[config.mk]
export PLATFORM = sky130hd
export DESIGN_NAME = fetch_unit
export DESIGN_NICKNAME = d
export VERILOG_FILES = /design/src/rtl/fetch_pkg.sv /design/src/rtl/fetch_fifo.sv /design/src/rtl/fetch_unit.sv
export SDC_FILE = /design/constraint.sdc
export NUM_CORES = 1
export LEC_CHECK = 0
export ABC_AREA = 1
export BUFFER_PORTS_ARGS = -buffer_cell sky130_fd_sc_hd__buf_2
export CAP_MARGIN = 20
export CORE_ASPECT_RATIO = 0.5
export CORE_MARGIN = 2
export CORE_UTILIZATION = 25
export DETAILED_ROUTE_END_ITERATION = 10
export SLEW_MARGIN = 5
export SYNTH_ARGS = -nofsm -noshare
export SYNTH_HDL_FRONTEND = slang
export SYNTH_HIERARCHICAL = 1
export SYNTH_SLANG_ARGS = --single-unit
[constraint.sdc]
create_clock -name clk -period 11.4 [get_ports clk]
set_input_delay 1.71 -clock clk [delete_from_list [all_inputs] [get_ports clk]]
set_output_delay 1.71 -clock clk [all_outputs]
set_load 0.005 [all_outputs]
[src/rtl/fetch_pkg.sv]
// -----------------------------------------------------------------------------
// fetch_pkg
// Shared definitions for the instruction fetch front end: FSM state encoding,
// PC step, instruction width and the packed {pc, inst} buffer entry.
// -----------------------------------------------------------------------------
package fetch_pkg;

  localparam int          INST_W  = 32;
  localparam logic [31:0] PC_STEP = 32'd4;

  typedef enum logic [1:0] {
    ST_BOOT  = 2'd0,
    ST_RUN   = 2'd1,
    ST_DRAIN = 2'd2
  } fetch_state_t;

  // One buffered instruction together with the address it was fetched from.
  typedef struct packed {
    logic [31:0]       pc;
    logic [INST_W-1:0] inst;
  } fetch_entry_t;

endpackage

[src/rtl/fetch_fifo.sv]
// -----------------------------------------------------------------------------
// fetch_fifo
// Synchronous DEPTH-entry FIFO holding fetched {pc, inst} words.
// Ports:
//   clk, rst  : clock, asynchronous active-high reset
//   i_push    : write i_wdata (ignored when full or clearing)
//   i_pop     : drop the head entry (ignored when empty or clearing)
//   i_clear   : empty the FIFO, takes priority over push/pop
//   i_wdata   : entry to write
//   o_rdata   : head entry (content is stale when o_count == 0)
//   o_count   : number of valid entries, 0..DEPTH
// -----------------------------------------------------------------------------
module fetch_fifo #(
  parameter int DEPTH = 4,
  parameter int CNT_W = 3,
  parameter int WIDTH = 64
) (
  input  logic             clk,
  input  logic             rst,
  input  logic             i_push,
  input  logic             i_pop,
  input  logic             i_clear,
  input  logic [WIDTH-1:0] i_wdata,
  output logic [WIDTH-1:0] o_rdata,
  output logic [CNT_W-1:0] o_count
);

  localparam int AW = $clog2(DEPTH);

  logic [WIDTH-1:0] r_mem [DEPTH];
  logic [AW-1:0]    r_wr_ptr;
  logic [AW-1:0]    r_rd_ptr;
  logic [CNT_W-1:0] r_count;

  logic w_full;
  logic w_empty;
  logic w_do_push;
  logic w_do_pop;

  assign w_full    = (r_count == CNT_W'(DEPTH));
  assign w_empty   = (r_count == '0);
  assign w_do_push = i_push && !w_full  && !i_clear;
  assign w_do_pop  = i_pop  && !w_empty && !i_clear;

  // NOTE: sequential state uses non-blocking (<=) so every register samples
  // pre-edge values regardless of block ordering.
  always_ff @(posedge clk or posedge rst) begin
    if (rst) begin
      r_wr_ptr <= '0;
      r_rd_ptr <= '0;
      r_count  <= '0;
    end else if (i_clear) begin
      r_wr_ptr <= '0;
      r_rd_ptr <= '0;
      r_count  <= '0;
    end else begin
      if (w_do_push) r_wr_ptr <= r_wr_ptr + AW'(1);
      if (w_do_pop)  r_rd_ptr <= r_rd_ptr + AW'(1);
      r_count <= r_count + CNT_W'(w_do_push) - CNT_W'(w_do_pop);
    end
  end

  // NOTE: the storage array has no reset; only pointers and count do. Entries
  // are never observed before being written, and the top gates outputs on count.
  always_ff @(posedge clk) begin
    if (w_do_push) r_mem[r_wr_ptr] <= i_wdata;
  end

  assign o_rdata = r_mem[r_rd_ptr];
  assign o_count = r_count;

endmodule

[src/rtl/fetch_unit.sv]
// -----------------------------------------------------------------------------
// fetch_unit
// Instruction fetch front end. Owns the PC, issues in-order word reads to
// instruction memory, buffers returned words with their PC and presents
// {inst, pc, pc+4} to decode. A redirect from execute flushes the buffer and
// discards every response still owed for wrong-path requests.
//
// Optional feature (macro FETCH_MISALIGN_TRAP_EN):
//   defined   : a redirect to a non-word-aligned address flushes, parks the PC
//               at the target, stops requesting and raises sticky
//               misalign_fault until an aligned redirect or reset.
//   undefined : redirect_addr[1:0] is forced to 2'b00; no misalign_fault port.
//
// Ports:
//   clk, rst                 : clock, asynchronous active-high reset
//   imem_req_valid/ready     : request handshake, imem_req_addr = current PC
//   imem_rsp_valid/data      : in-order read data, no backpressure
//   redirect_valid/addr      : taken branch/jump target from execute
//   inst_valid/ready         : decode handshake
//   inst_out, pc_out, pc_4_out : head instruction, its PC and PC+4
//   misalign_fault           : sticky misaligned-target flag (macro only)
// -----------------------------------------------------------------------------
module fetch_unit
  import fetch_pkg::*;
#(
  parameter logic [31:0] RESET_PC = 32'h0000_0000,
  parameter int          DEPTH    = 4,
  parameter int          CNT_W    = 3
) (
  input  logic        clk,
  input  logic        rst,
  output logic        imem_req_valid,
  input  logic        imem_req_ready,
  output logic [31:0] imem_req_addr,
  input  logic        imem_rsp_valid,
  input  logic [31:0] imem_rsp_data,
  input  logic        redirect_valid,
  input  logic [31:0] redirect_addr,
  output logic        inst_valid,
  input  logic        inst_ready,
  output logic [31:0] inst_out,
  output logic [31:0] pc_out,
  output logic [31:0] pc_4_out
`ifdef FETCH_MISALIGN_TRAP_EN
  ,
  output logic        misalign_fault
`endif
);

  localparam logic [CNT_W:0] DEPTH_L = (CNT_W + 1)'(DEPTH);

  fetch_state_t     r_state;
  fetch_state_t     w_state_next;
  logic [31:0]      r_pc;
  logic [31:0]      r_rsp_pc;     // PC of the next response that will be kept
  logic [CNT_W-1:0] r_inflight;   // accepted requests whose data has not returned
  logic [CNT_W-1:0] r_drop;       // of those, how many belong to a flushed path

  logic [CNT_W-1:0] w_inflight_next;
  logic [CNT_W-1:0] w_drop_next;
  logic [CNT_W-1:0] w_count;
  logic [CNT_W:0]   w_occupancy;
  logic [31:0]      w_target;
  logic             w_accept;
  logic             w_push;
  logic             w_pop;
  logic             w_fault;
  fetch_entry_t     w_wr_entry;
  fetch_entry_t     w_rd_entry;

  // ---------------------------------------------------------------------------
  // Redirect target and optional misalignment trap
  // ---------------------------------------------------------------------------
`ifdef FETCH_MISALIGN_TRAP_EN
  logic r_fault;

  assign w_target = redirect_addr;

  // Every redirect re-evaluates the flag, so an aligned one clears it.
  always_ff @(posedge clk or posedge rst) begin
    if (rst)                 r_fault <= 1'b0;
    else if (redirect_valid) r_fault <= (redirect_addr[1:0] != 2'b00);
  end

  assign w_fault        = r_fault;
  assign misalign_fault = r_fault;
`else
  logic w_unused_addr_lsb;

  assign w_target          = {redirect_addr[31:2], 2'b00};
  assign w_fault           = 1'b0;
  assign w_unused_addr_lsb = ^redirect_addr[1:0];
`endif

  // ---------------------------------------------------------------------------
  // Credit check: buffered words plus outstanding requests never exceed DEPTH,
  // so every response is guaranteed a free buffer slot.
  // ---------------------------------------------------------------------------
  assign w_occupancy    = {1'b0, w_count} + {1'b0, r_inflight};
  assign imem_req_valid = (r_state != ST_BOOT) && (w_occupancy < DEPTH_L) && !w_fault;
  assign imem_req_addr  = r_pc;
  assign w_accept       = imem_req_valid && imem_req_ready;

  assign w_inflight_next = r_inflight + CNT_W'(w_accept) - CNT_W'(imem_rsp_valid);

  // A redirect marks everything still owed after this cycle as wrong-path,
  // including a request accepted in the same cycle.
  always_comb begin
    w_drop_next = r_drop;
    if (redirect_valid)                       w_drop_next = w_inflight_next;
    else if (imem_rsp_valid && r_drop != '0)  w_drop_next = r_drop - CNT_W'(1);
  end

  // Responses arriving during a redirect are wrong-path as well.
  assign w_push = imem_rsp_valid && (r_drop == '0) && !redirect_valid;
  assign w_pop  = inst_valid && inst_ready && !redirect_valid;

  // ---------------------------------------------------------------------------
  // FSM: BOOT idles one cycle; RUN and DRAIN both fetch, DRAIN while wrong-path
  // responses are still owed.
  // ---------------------------------------------------------------------------
  always_comb begin
    // NOTE: default first so no path through the case leaves a latch.
    w_state_next = r_state;
    unique case (r_state)
      ST_BOOT:            w_state_next = ST_RUN;
      ST_RUN, ST_DRAIN:   w_state_next = (w_drop_next != '0) ? ST_DRAIN : ST_RUN;
      default:            w_state_next = ST_BOOT;
    endcase
  end

  always_ff @(posedge clk or posedge rst) begin
    if (rst) begin
      r_state    <= ST_BOOT;
      r_pc       <= RESET_PC;
      r_rsp_pc   <= RESET_PC;
      r_inflight <= '0;
      r_drop     <= '0;
    end else begin
      r_state    <= w_state_next;
      r_inflight <= w_inflight_next;
      r_drop     <= w_drop_next;

      if (redirect_valid)  r_pc <= w_target;
      else if (w_accept)   r_pc <= r_pc + PC_STEP;

      // The first kept response after a redirect is the target's fetch.
      if (redirect_valid)  r_rsp_pc <= w_target;
      else if (w_push)     r_rsp_pc <= r_rsp_pc + PC_STEP;
    end
  end

  // ---------------------------------------------------------------------------
  // Instruction buffer
  // ---------------------------------------------------------------------------
  assign w_wr_entry.pc   = r_rsp_pc;
  assign w_wr_entry.inst = imem_rsp_data;

  fetch_fifo #(
    .DEPTH (DEPTH),
    .CNT_W (CNT_W),
    .WIDTH ($bits(fetch_entry_t))
  ) u_fifo (
    .clk     (clk),
    .rst     (rst),
    .i_push  (w_push),
    .i_pop   (w_pop),
    .i_clear (redirect_valid),
    .i_wdata (w_wr_entry),
    .o_rdata (w_rd_entry),
    .o_count (w_count)
  );

  // Outputs are forced to zero while the buffer is empty so stale storage
  // never leaks to decode.
  assign inst_valid = (w_count != '0);
  assign inst_out   = inst_valid ? w_rd_entry.inst          : '0;
  assign pc_out     = inst_valid ? w_rd_entry.pc            : '0;
  assign pc_4_out   = inst_valid ? w_rd_entry.pc + PC_STEP  : '0;

endmodule

==> impl_metrics.json, run 1 <==
{
  "outcome": "completed",
  "p_sw_frac": 0.2773,
  "synth_top_area_cell": "edfxtp_1",
  "synth-compound-area-share": 0.09326,
  "dr.pass1.iters": 5,
  "grt_pass1_wl_mm": 69.17,
  "startpoint": "u_fifo/r_rd_ptr[0]",
  "crit_required_ns": 9.69,
  "cts_tree": "built",
  "synth_simple_gate_area_frac": 0.2118,
  "grt_max_degree": 86,
  "fin_crit_ns": 6.772,
  "hold_viol_final": 0,
  "io_pins": 200,
  "met1_length_mm": 18.06,
  "ys_seq_elements": 331,
  "synth_top_family_by_area": "simple AND/OR/NAND/NOR gates",
  "grt-ovfl-total": 0,
  "synthMuxAreaShare": 0,
  "ys_seq_area_frac": 0.5911,
  "drt-initial-drc-count": 803,
  "hold_buffers": 0,
  "clk_latency_ns": 0.51,
  "dieArea_mm2": 0.06690,
  "nets": 2013,
  "seqPwrFrac": 0.501,
  "startpoint_type": "register",
  "timing.final.crit_share": 0.5941,
  "hold_start": "r_inflight[2]",
  "max_cap_violations": 0,
  "whs_ns": 0.5244,
  "yosys.cell_types.count": 42,
  "dr.max_layer_used": "met4",
  "synthFlopType": "edfxtp_1",
  "ant_nets": 0,
  "ys_top_cells_by_area": "edfxtp_1 48%, dfrtp_1 12%, nand2_1 8.0%, nor2_1 7.4%, inv_1 4.2%",
  "initial_core_util": 0.2547,
  "drt-wirelength-per-cell_um": 16.12,
  "grt_pass1_vias": 12091,
  "yosysWarningCount": 6,
  "layout_commonest_cell": "nand2_1",
  "worst_pin_slew_ns": 1.058,
  "wl_met2_mm": 23.55,
  "port_buffers": 195,
  "relSlewSlack": 0.2949,
  "dp_hpwl_mm": 30.09,
  "clkTransAtPathRegs_ns": 0.06,
  "max_freq_mhz": 147.7,
  "rows": 65,
  "critPathKind": "register to output port",
  "gp_congestion": 0.8827,
  "cts_root_buf": "clkbuf_16",
  "cts.sink_count": 331,
  "p_sw_mw": 0.8374,
  "finalClockSkew_ns": 0.01336,
  "cts_buffers": 36,
  "async_flop_share": 0.2266,
  "wl_met3_mm": 2.021,
  "core-area_mm2": 0.06352,
  "synth_edf_count": 256,
  "hold_class": "register to register",
  "place_ws_ns": 5.171,
  "worstPathArrival_ns": 5.06,
  "synthXorXnorAreaFrac": 0.01407,
  "slew_violations": 0,
  "worstPathMaxFanout": 66,
  "die_x_um": 363.8,
  "drc": 0,
  "antenna_found_initial": 2,
  "ctsResizeCount": 0,
  "peakVddDrop_mv": 0.06620,
  "intPower_mw": 2.183,
  "p_leak_nw": 7.895,
  "combPwrFrac": 0.137,
  "syn-instance-count": 1738,
  "track_usage": 0.1333,
  "routed_wl_mm": 45.48,
  "layout.cells.most_common_list": "343 x nand2_1, 316 x nor2_1, 256 x edfxtp_1, 195 x buf_2, 181 x inv_1",
  "design_area_mm2": 0.01905,
  "end_kind": "output port",
  "synth_fa_ha_area_frac": 0.01562,
  "regToRegStartpoint": "u_fifo/o_count[1]",
  "die_y_um": 183.9,
  "cts.path.max_buffers": 3,
  "synth_area_mm2": 0.01618,
  "detailed_place.area_mm2": 0.01795,
  "rsz0062_at_grt": "false",
  "drive_gt1_frac": 0.1575,
  "vias_per_cell": 4.453,
  "cts_setup_buffers": 0,
  "syn_to_final_growth_pct": 17.72,
  "yosys.area.top_type_share": 0.4751,
  "vias": 12567,
  "final_util": 0.2999,
  "p_per_area_mw_per_mm2": 158.6,
  "setup_viol": 0,
  "cts_max_level": 2,
  "clkPwrFrac": 0.362,
  "setup_ws_ns": 4.628,
  "setup_tns_ns": 0,
  "avgSynthCellArea_um2": 9.310
}
[kinds of logic after synthesis]
kind of cell,after synthesis
XOR/XNOR,26
other,1
AO/OA/AOI/OAI,276
adder cells (fa/ha/maj),19
AND/OR/NAND/NOR,821
flip-flops,331
buffers and inverters,264
[power by group through the flow]
stage	clock network [mW]	logic (mW)	registers, mW
2_1_floorplan	0	0.277	1.50
3_3_place_gp	0	0.415	1.53
3_5_place_dp	0	0.421	1.54
4_1_cts	1.12	0.423	1.51
5_1_grt	1.17	0.480	1.53
6_report	1.09	0.414	1.51
[metal layers]
metal,vias to the layer above,GRT usage
li1,6169,-
met1,6048,0.1551
met2,259,0.2397
met3,91,0.02479
met4,0,0.05826
met5,-,0
[state kept, by name, summed over array words and instances, names as in the netlist]
name / count
u_fifo/r_mem: 256
r_state: 2
u_fifo/r_wr_ptr: 2
r_rsp_pc: 30
u_fifo/r_rd_ptr: 2
imem_req_addr: 30
u_fifo/o_count: 3
r_drop: 3
r_inflight: 3
[final cells by class]
class	instances	area [µm²]
fill	6657	44470
multi-input combinational	1152	5489
inverter	195	733.2
sequential	331	9569
clock inverter	14	97.59
clock buffer	49	991.0
antenna	2	5.005
tap	871	1090
timing repair buffer	208	1074
[critical path: stages, from the launching register on]
cell and delay, ns:
dfrtp_4 0.70, clkinv_2 0.50, buf_4 0.40, buf_4 0.65, o21ai_1 0.12, o22ai_1 0.43, ha_1 0.29, nand2_1 0.09
nor2_1 0.20, nand2_1 0.19, nor2_1 0.21, nor2_1 0.06, nor3_1 0.42, buf_2 0.21
[Yosys cell counts, types with 2 or more instances]
library cell  instances
nand2_1             343
nor2_1              320
edfxtp_1            256
inv_1               182
o21ai_0             115
dfrtp_1              75
nand3_1              74
o22ai_1              64
o21ai_1              48
a21oi_1              29
buf_2                28
nor3_1               26
xor2_1               21
ha_1                 17
buf_6                16
nand4_1              16
buf_4                13
inv_2                12
clkbuf_1             11
o211ai_1             11
nor2_2                7
nor2_4                7
nand2_2               6
nand3b_1              6
xnor2_1               5
a31oi_1               4
nand3_2               4
nor3_2                3
and3_1                2
fa_1                  2
nor4_1                2
o21bai_1              2
or2_2                 2
[worst paths after layout]
kind,endpoint,slack (ns),cells past startpoint
max in group asynchronous,imem_req_addr[23],9.29,3
worst min register to register,r_inflight[2],0.52,2
min in group asynchronous,u_fifo/o_count[0],1.15,2
worst min-delay path,r_inflight[2],0.52,2
worst max register to register,u_fifo/o_count[2],8.36,12
worst max-delay path,pc_4_out[16],4.63,13
[stage by stage]
stage / std cells / power (mW)
3_3_place_gp: 2757 / 1.948
2_1_floorplan: 1747 / 1.775
4_1_cts: 2820 / 3.053
3_5_place_dp: 2757 / 1.958
6_report: 2822 / 3.020
5_1_grt: 2822 / 3.181
Note: power is estimated with default switching activity, not from simulation.
==> run 2, diff against run 1 <==
- clock period: 11.4 -> 5.6 ns (I/O delays scaled with it)
==> impl_metrics.json, run 2 (synthesis results as in run 1) <==
{
  "outcome": "completed",
  "fin_crit_ns": 4.583,
  "met1_length_mm": 18.13,
  "cts.path.max_buffers": 3,
  "die_y_um": 183.9,
  "layout.cells.most_common_list": "343 x nand2_1, 316 x nor2_1, 256 x edfxtp_1, 195 x buf_2, 181 x inv_1",
  "grt_pass1_wl_mm": 69.36,
  "finalClockSkew_ns": 0.02019,
  "hold_buffers": 0,
  "cts_max_level": 2,
  "cpMostUsedCell": "nor2_1",
  "max_cap_violations": 0,
  "peakVddDrop_mv": 0.1547,
  "timing.final.crit_share": 0.8185,
  "rsz0062_at_grt": "false",
  "grt-ovfl-total": 0,
  "wl_met2_mm": 23.46,
  "rows": 65,
  "relSlewSlack": 0.3112,
  "io_pins": 200,
  "layout_commonest_cell": "nand2_1",
  "p_per_area_mw_per_mm2": 322.2,
  "hold_viol_final": 0,
  "max_freq_mhz": 218.2,
  "dr.max_layer_used": "met4",
  "startpoint_type": "register",
  "cts.sink_count": 331,
  "cts_buffers": 35,
  "antenna_found_initial": 2,
  "p_leak_nw": 7.937,
  "largest_reg_flops": 256,
  "fillers": 6641,
  "whs_ns": 0.2763,
  "track_usage": 0.1347,
  "cts_setup_buffers": 0,
  "worstPathMaxFanout": 25,
  "crit_buf_inv": 4,
  "setup_viol": 0,
  "routed_wl_mm": 45.78,
  "vias": 12562,
  "port_buffers": 195,
  "wl_met3_mm": 2.499,
  "cts_tree": "built",
  "worst_pin_slew_ns": 1.031,
  "clk_latency_ns": 0.53,
  "core-area_mm2": 0.06352,
  "drt-wirelength-per-cell_um": 16.19,
  "grt_pass1_vias": 12054,
  "ctsResizeCount": 0,
  "cp_slowest_cell": "dfrtp_2",
  "finalPower_mw": 6.162,
  "syn_to_final_growth_pct": 18.17,
  "initial_core_util": 0.2547,
  "critPathKind": "register to output port",
  "vias_per_cell": 4.444,
  "regMostFlops": "u_fifo/r_mem",
  "end_kind": "output port",
  "final_util": 0.3010,
  "cp_top_family": "buffers and inverters",
  "cts_root_buf": "clkbuf_16",
  "gp_congestion": 0.8557,
  "slew_violations": 0,
  "dieArea_mm2": 0.06690,
  "grt_max_degree": 115,
  "hold_class": "input pin to asynchronous set/reset pin",
  "setup_tns_ns": 0,
  "cpPeakStageDelay_ns": 0.56,
  "cp_cell_sequence": "inv_2, buf_4, o21ai_1, o22ai_1, inv_1, nor3_2, nand2_1, nor2_1, nor2_1, nor3_1, buf_2",
  "nets": 2017,
  "dp_hpwl_mm": 31.13,
  "drive_gt1_frac": 0.1607,
  "clkTransAtPathRegs_ns": 0.06,
  "drt-initial-drc-count": 847,
  "crit_required_ns": 4.76,
  "ant_nets": 0,
  "dr.pass1.iters": 6,
  "drc": 0,
  "die_x_um": 363.8,
  "worstPathArrival_ns": 3.74
}
-- run 2: power breakdown --
group	total, mW	internal (mW)	switching [mW]
clock network	2.23	1.24	0.984
logic	0.852	0.311	0.540
registers	3.08	2.85	0.234
-- run 2: metal layers --
layer	track usage	vias up
met5	0	-
met4	0.05361	0
met3	0.02566	89
met2	0.2419	294
met1	0.1585	5991
li1	-	6188
-- run 2: worst paths after layout --
| kind | start | endpoint | slack [ns] | cells after the start |
|---|---|---|---|---|
| min in group clk | imem_rsp_data[21] | u_fifo/r_mem[3][21] | 0.53 | 1 |
| hold reg to reg | r_inflight[2] | r_inflight[2] | 0.55 | 2 |
| setup reg to reg | r_drop[0] | u_fifo/r_mem[1][9] | 2.48 | 8 |
| hold / removal | rst | u_fifo/o_count[0] | 0.28 | 2 |
| setup / recovery | u_fifo/r_rd_ptr[1] | pc_4_out[16] | 1.02 | 11 |
| max in group asynchronous | rst | r_rsp_pc[20] | 4.39 | 3 |
-- run 2: worst register-to-register path, delay by kind of cell, from the launching register on --
family	cells	cell delay, ns
fa+ha+maj	1	0.17
buf+inv	3	0.67
flops	1	0.38
simple gates	4	1.55
-- run 2: stage by stage --
step	setup slack [ns]	cell area [µm²]	instances
CTS	0.9934	19120	2825
finish	1.017	19120	2827
detailed placement	1.554	18030	2762
floorplan	0.7333	16210	1747
global placement	1.561	18030	2762
global route	0.7951	19120	2827
-- run 2: area by class of cell --
class	count	area, µm²	area share
flip-flops and latches	331	9569	0.5005
multi-input cells	1152	5489	0.2871
repair buffers	213	1149	0.06007
well taps	871	1090	0.05700
clock buffers	40	925.9	0.04842
inverters	195	733.2	0.03835
clock inverters	23	160.2	0.008376
diodes	2	5.005	0.0002617
